## src/rtl/audio_pkg.sv

```systemverilog
// audio_pkg: shared types for the codec audio path (sample width, stereo pair,
// transmit serialiser states).
package audio_pkg;

   localparam int DEFAULT_DATA_W = 24;

   typedef struct packed {
      logic [DEFAULT_DATA_W-1:0] left;
      logic [DEFAULT_DATA_W-1:0] right;
   } stereo_pair_t;

   typedef enum logic [1:0] {
      IDLE,
      LEFT,
      RIGHT
   } tx_state_t;

endpackage

```

## src/rtl/sample_fifo.sv

```systemverilog
// sample_fifo: synchronous FIFO of stereo pairs; push is ignored when full and
// pop is ignored when empty, so callers may strobe either unconditionally.
module sample_fifo
   import audio_pkg::*;
#(
   parameter type pair_t = stereo_pair_t,
   parameter int  DEPTH  = 4,
   parameter int  LVL_W  = $clog2(DEPTH) + 1
) (
   input  logic             clk,
   input  logic             reset,
   input  logic             push,
   input  pair_t            push_data,
   input  logic             pop,
   output pair_t            head,
   output logic             full,
   output logic             empty,
   output logic [LVL_W-1:0] level
);

   localparam int PTR_W = $clog2(DEPTH);

   pair_t              mem [DEPTH];
   logic [PTR_W-1:0]   wr_ptr;
   logic [PTR_W-1:0]   rd_ptr;
   logic               accept;
   logic               take;

   assign full   = (level == LVL_W'(DEPTH));
   assign empty  = (level == '0);
   assign accept = push & ~full;
   assign take   = pop & ~empty;
   assign head   = mem[rd_ptr];

   always_ff @(posedge clk) begin
      if (accept) begin
         mem[wr_ptr] <= push_data;
      end
   end

   // Pointers wrap naturally because DEPTH is a power of two.
   always_ff @(posedge clk) begin
      if (!reset) begin
         wr_ptr <= '0;
         rd_ptr <= '0;
         level  <= '0;
      end else begin
         if (accept) begin
            wr_ptr <= wr_ptr + PTR_W'(1);
         end
         if (take) begin
            rd_ptr <= rd_ptr + PTR_W'(1);
         end
         case ({accept, take})
            2'b10:   level <= level + LVL_W'(1);
            2'b01:   level <= level - LVL_W'(1);
            default: level <= level;
         endcase
      end
   end

endmodule

```

## src/rtl/i2s_dac_tx.sv

```systemverilog
// i2s_dac_tx: FIFO-buffered I2S transmitter slaved to codec AUD_BCLK/AUD_DACLRCK.
// Define I2S_DAC_UNDERRUN_CNT_EN to add the saturating underrun_count output.
module i2s_dac_tx
   import audio_pkg::*;
#(
   parameter int DATA_W      = DEFAULT_DATA_W,
   parameter int FIFO_DEPTH  = 4,
   parameter int SYNC_STAGES = 2
) (
   input  logic                          clk,
   input  logic                          reset,
   input  logic                          write,
   input  logic [DATA_W-1:0]             writedata_left,
   input  logic [DATA_W-1:0]             writedata_right,
   output logic                          write_ready,
   input  logic                          AUD_BCLK,
   input  logic                          AUD_DACLRCK,
   output logic                          AUD_DACDAT,
   output logic [$clog2(FIFO_DEPTH):0]   fifo_level,
   output logic                          underrun
`ifdef I2S_DAC_UNDERRUN_CNT_EN
   ,
   output logic [15:0]                   underrun_count
`endif
);

   localparam int LVL_W = $clog2(FIFO_DEPTH) + 1;
   localparam int IDX_W = $clog2(DATA_W);
   localparam logic [IDX_W-1:0] IDX_MSB = IDX_W'(DATA_W - 1);

   typedef struct packed {
      logic [DATA_W-1:0] left;
      logic [DATA_W-1:0] right;
   } pair_t;

   logic [SYNC_STAGES-1:0]   bclk_sync;
   logic [SYNC_STAGES-1:0]   lrck_sync;
   logic                     bclk_s;
   logic                     lrck_s;
   logic                     bclk_dly;
   logic                     lrck_q;
   logic                     bclk_rise;
   logic                     bclk_fall;
   logic                     frame_start;
   logic                     right_start;

   pair_t                    push_pair;
   pair_t                    fifo_head;
   logic                     fifo_full;
   logic                     fifo_empty;

   tx_state_t                state;
   logic [IDX_W-1:0]         bit_idx;
   logic                     bits_done;
   logic signed [DATA_W-1:0] left_word;
   logic signed [DATA_W-1:0] right_word;
   logic signed [DATA_W-1:0] cur_word;

   // Synchroniser chains run free so a reset never fabricates a BCLK edge.
   always_ff @(posedge clk) begin
      bclk_sync[0] <= AUD_BCLK;
      lrck_sync[0] <= AUD_DACLRCK;
      for (int i = 1; i < SYNC_STAGES; i++) begin
         bclk_sync[i] <= bclk_sync[i-1];
         lrck_sync[i] <= lrck_sync[i-1];
      end
      bclk_dly <= bclk_s;
   end

   assign bclk_s      = bclk_sync[SYNC_STAGES-1];
   assign lrck_s      = lrck_sync[SYNC_STAGES-1];
   assign bclk_rise   = bclk_s & ~bclk_dly;
   assign bclk_fall   = ~bclk_s & bclk_dly;
   assign frame_start = bclk_rise & lrck_q & ~lrck_s;
   assign right_start = bclk_rise & ~lrck_q & lrck_s;

   assign push_pair   = '{left: writedata_left, right: writedata_right};
   assign write_ready = ~fifo_full;

   sample_fifo #(
      .pair_t (pair_t),
      .DEPTH  (FIFO_DEPTH),
      .LVL_W  (LVL_W)
   ) u_fifo (
      .clk       (clk),
      .reset     (reset),
      .push      (write),
      .push_data (push_pair),
      .pop       (frame_start),
      .head      (fifo_head),
      .full      (fifo_full),
      .empty     (fifo_empty),
      .level     (fifo_level)
   );

   // An empty FIFO at the left boundary sends silence for the whole frame.
   always_ff @(posedge clk) begin
      if (frame_start) begin
         left_word  <= fifo_empty ? '0 : fifo_head.left;
         right_word <= fifo_empty ? '0 : fifo_head.right;
      end
   end

   assign cur_word = (state == RIGHT) ? right_word : left_word;

   always_ff @(posedge clk) begin
      if (!reset) begin
         state      <= IDLE;
         AUD_DACDAT <= 1'b0;
         underrun   <= 1'b0;
         lrck_q     <= 1'b0;
         bit_idx    <= IDX_MSB;
         bits_done  <= 1'b1;
      end else begin
         underrun <= 1'b0;
         if (bclk_rise) begin
            lrck_q <= lrck_s;
         end
         if (frame_start) begin
            state     <= LEFT;
            underrun  <= fifo_empty;
            bit_idx   <= IDX_MSB;
            bits_done <= 1'b0;
         end else if (right_start && state == LEFT) begin
            state     <= RIGHT;
            bit_idx   <= IDX_MSB;
            bits_done <= 1'b0;
         end else if (bclk_fall && state != IDLE) begin
            // Slots beyond DATA_W carry zeros until the next LRCK edge.
            if (!bits_done) begin
               AUD_DACDAT <= cur_word[bit_idx];
               if (bit_idx == '0) begin
                  bits_done <= 1'b1;
               end else begin
                  bit_idx <= bit_idx - IDX_W'(1);
               end
            end else begin
               AUD_DACDAT <= 1'b0;
            end
         end
      end
   end

`ifdef I2S_DAC_UNDERRUN_CNT_EN
   function automatic logic [15:0] sat_inc16(input logic [15:0] v);
      return (v == 16'hFFFF) ? v : v + 16'd1;
   endfunction

   always_ff @(posedge clk) begin
      if (!reset) begin
         underrun_count <= '0;
      end else if (underrun) begin
         underrun_count <= sat_inc16(underrun_count);
      end
   end
`endif

endmodule

```

## config.mk

```make
export PLATFORM = sky130hd
export DESIGN_NAME = i2s_dac_tx
export DESIGN_NICKNAME = d
export VERILOG_FILES = /design/src/rtl/audio_pkg.sv /design/src/rtl/sample_fifo.sv /design/src/rtl/i2s_dac_tx.sv
export SDC_FILE = /design/constraint.sdc
export NUM_CORES = 1
export LEC_CHECK = 0
export ABC_AREA = 1
export BUFFER_PORTS_ARGS = -buffer_cell sky130_fd_sc_hd__clkbuf_2
export CAP_MARGIN = 20
export CORE_ASPECT_RATIO = 2
export CORE_MARGIN = 2
export CORE_UTILIZATION = 50
export DETAILED_ROUTE_END_ITERATION = 7
export PLACE_DENSITY_LB_ADDON = 0.08
export SLEW_MARGIN = 20
export SYNTH_ARGS = -nofsm -noshare
export SYNTH_HDL_FRONTEND = slang
export SYNTH_SLANG_ARGS = --single-unit
```

## constraint.sdc

```tcl
create_clock -name clk -period 13.7 [get_ports clk]
set_clock_uncertainty 0.05 [all_clocks]
set_input_delay 0.685 -clock clk [delete_from_list [all_inputs] [get_ports clk]]
set_output_delay 0.685 -clock clk [all_outputs]
set_load 0.02 [all_outputs]
```

==> flow_summary.json <==
{
  "power_density_mw_per_mm2": 144,
  "synth_commonest_cells": "edfxtp_1 (240), nor2_1 (218), o21ai_0 (116)",
  "ys_ff_latch": 263,
  "port_buffers": 58,
  "p_int_w": 0.00135,
  "syn_inst": 882,
  "synth_top_area_cell": "edfxtp_1",
  "synthArstFlopShare": 0,
  "syn_area_mm2": 0.0104,
  "initial_core_util": 0.510,
  "synth_area_leaders": "edfxtp_1 (69%), nor2_1 (7.9%), o21ai_0 (5.6%)",
  "rows": 74,
  "slew_violations": 0,
  "crit_type": "reg2reg",
  "min_path_type": "in2reg",
  "die_x_um": 106,
  "tns_ns": 0,
  "finalCritPeriodShare": 0.200,
  "vias": 6440,
  "drt_wl_total_um": 22000,
  "max_clock_freq_mhz": 365,
  "p_clk_frac": 0.410,
  "clock_sinks": 263,
  "drc_errors": 0,
  "rsz0062_at_grt": "no",
  "yosysMostFrequentCell": "edfxtp_1",
  "whs_ns": 0.224,
  "gp_congestion": 0.809,
  "synth_top_area_frac": 0.694,
  "cts_resized": 0,
  "drive_gt1_frac": 0.120,
  "hpwl_um": 12400,
  "tritoncts": "yes",
  "status": "complete, no violations",
  "power.switching_w": 0.000342,
  "fill_cells": 1746,
  "h-tree-depth": 1,
  "ctsHoldBuffers": 0,
  "first_global_vias": 6640,
  "clk_latency_ns": 0.51,
  "cts_setup_buffers": 0,
  "hold_viol_final": 0,
  "worstMarginPinSlew_ns": 0.921,
  "cp_max_fo": 49,
  "wl_per_cell_um": 18.2,
  "detail-route-antenna-nets": 0,
  "grt_first_pass_wirelength_um": 34500,
  "combPwrFrac": 0.047,
  "clk_pin_slew_ns": 0.07,
  "seq_power_share": 0.543,
  "maxCapViolations": 0,
  "ys.flop_type": "edfxtp_1",
  "ys.warnings.count": 0,
  "fin_cells": 1211,
  "core_mm2": 0.0204,
  "synth_area_per_cell_um2": 11.8,
  "clock_path_buffers": 3,
  "report.final.setup_viol": 0,
  "cp_data_arrival_time_ns": 3.09,
  "synth.distinct_cells": 24,
  "io_pins": 59,
  "grt_max_degree": 74,
  "ys_seq_area_frac": 0.738,
  "min_period_ns": 2.74,
  "first_pass_iters": 4,
  "swShare": 0.202,
  "synth_edf_count": 240,
  "avgViaCountPerCell": 5.32,
  "min_path_cells": 1,
  "max_slew_margin": 0.385,
  "worstPathRequired_ns": 14.05,
  "cts_root_buffer": "clkbuf_16",
  "fp.dieH_um": 208,
  "gr-usage-all-layers": 0.203,
  "num-nets-final": 991,
  "syn_nets": 943,
  "end_kind": "flip-flop",
  "overflow": 0,
  "initialDrtViolationCount": 332,
  "r2r_cells": 10,
  "ir_drop_v": 0.000114,
  "die-area_mm2": 0.0220,
  "cts_buffers": 23,
  "area_growth_pct": 13.0,
  "worstSetupStartpointType": "flip-flop",
  "diodes": 0,
  "place_inst": 1171,
  "antenna_found_initial": 0,
  "power_leakage_nw": 4.30
}
==> registers in the layout, summed over array words and instances (netlist names) <==
register / flops
u_fifo.mem: 192
u_fifo.rd_ptr: 2
underrun: 1
lrck_q: 1
lrck_sync: 2
bits_done: 1
state: 2
AUD_DACDAT: 1
bclk_sync: 2
u_fifo.wr_ptr: 2
bclk_dly: 1
u_fifo.level: 3
right_word: 24
bit_idx: 5
left_word: 24
==> routing by layer <==
layer | vias up | global-route usage | wire length (µm)
met5 | - | 0 | 0
met4 | 0 | 0.0812 | 718
met3 | 44 | 0.0229 | 820
met2 | 146 | 0.374 | 11600
met1 | 3116 | 0.239 | 8820
li1 | 3134 | - | -
==> metrics by stage <==
stage	setup WS, ns	area, µm²	power, W	utilization
floorplan	8.90	10400	0.000979	-
global placement	11.07	10900	0.00101	0.537
detailed placement	11.03	10900	0.00102	0.537
CTS	10.96	11700	0.00171	0.576
global route	10.76	11700	0.00175	0.576
finish	10.96	11700	0.00169	0.576
==> placed cells by master, fill, tap and decap left out, types with 7 or more instances in the layout <==
| master | Yosys | final |
|---|---|---|
| clkbuf_2 | 0 | 58 |
| a21oi_1 | 61 | 61 |
| inv_1 | 55 | 55 |
| edfxtp_1 | 240 | 240 |
| clkbuf_16 | 0 | 23 |
| dfxtp_1 | 23 | 21 |
| nand3_1 | 32 | 32 |
| o21ai_0 | 116 | 116 |
| nand2_1 | 70 | 70 |
| ha_1 | 7 | 7 |
| nor2_1 | 218 | 214 |
| buf_4 | 2 | 9 |
==> area by class of cell <==
type                            instances  area, µm²  share of cell area
Clock buffer                           25        583              0.0497
Clock inverter                         15        218              0.0185
Inverter                               58        219              0.0187
Multi-Input combinational cell        517       2360               0.201
Sequential cell                       263       7670               0.653
Tap cell                              266        333              0.0284
Timing Repair Buffer                   67        358              0.0305
==> logic make-up (layout without fill, tap and decap cells) <==
kind of cell | after synthesis | after routing | synth area share
simple gates | 330 | 330 | 0.126
flops | 263 | 263 | 0.738
compound gates | 179 | 179 | 0.0867
buf+inv | 102 | 165 | 0.0390
fa+ha+maj | 8 | 8 | 0.0104
==> critical path, cell delays in order, from the launching register on <==
cell,delay [ns]
dfxtp_1,0.43
nor3_2,0.07
buf_4,0.33
nor4_1,0.54
ha_1,0.26
inv_1,0.08
fa_1,0.39
a21oi_1,0.15
o21ai_0,0.11
o21ai_0,0.16
a21oi_1,0.05
==> power by group through the flow <==
stage	Sequential (W)	Combinational (W)	Clock, W
after floorplan	0.000936	0.0000421	0
after global placement	0.000935	0.0000779	0
after detailed placement	0.000937	0.0000814	0
after CTS	0.000919	0.0000819	0.000710
after global routing	0.000921	0.0000898	0.000736
final	0.000919	0.0000794	0.000695
==> final timing paths <==
check / end / start / slack, ns
max: u_fifo.level[2] / u_fifo.level[0] / 10.96
min: lrck_sync[0] / AUD_DACLRCK / 0.22
max reg2reg: u_fifo.level[2] / u_fifo.level[0] / 10.96
min reg2reg: lrck_sync[1] / lrck_sync[0] / 0.30
Power figures use the tool's default switching activity.
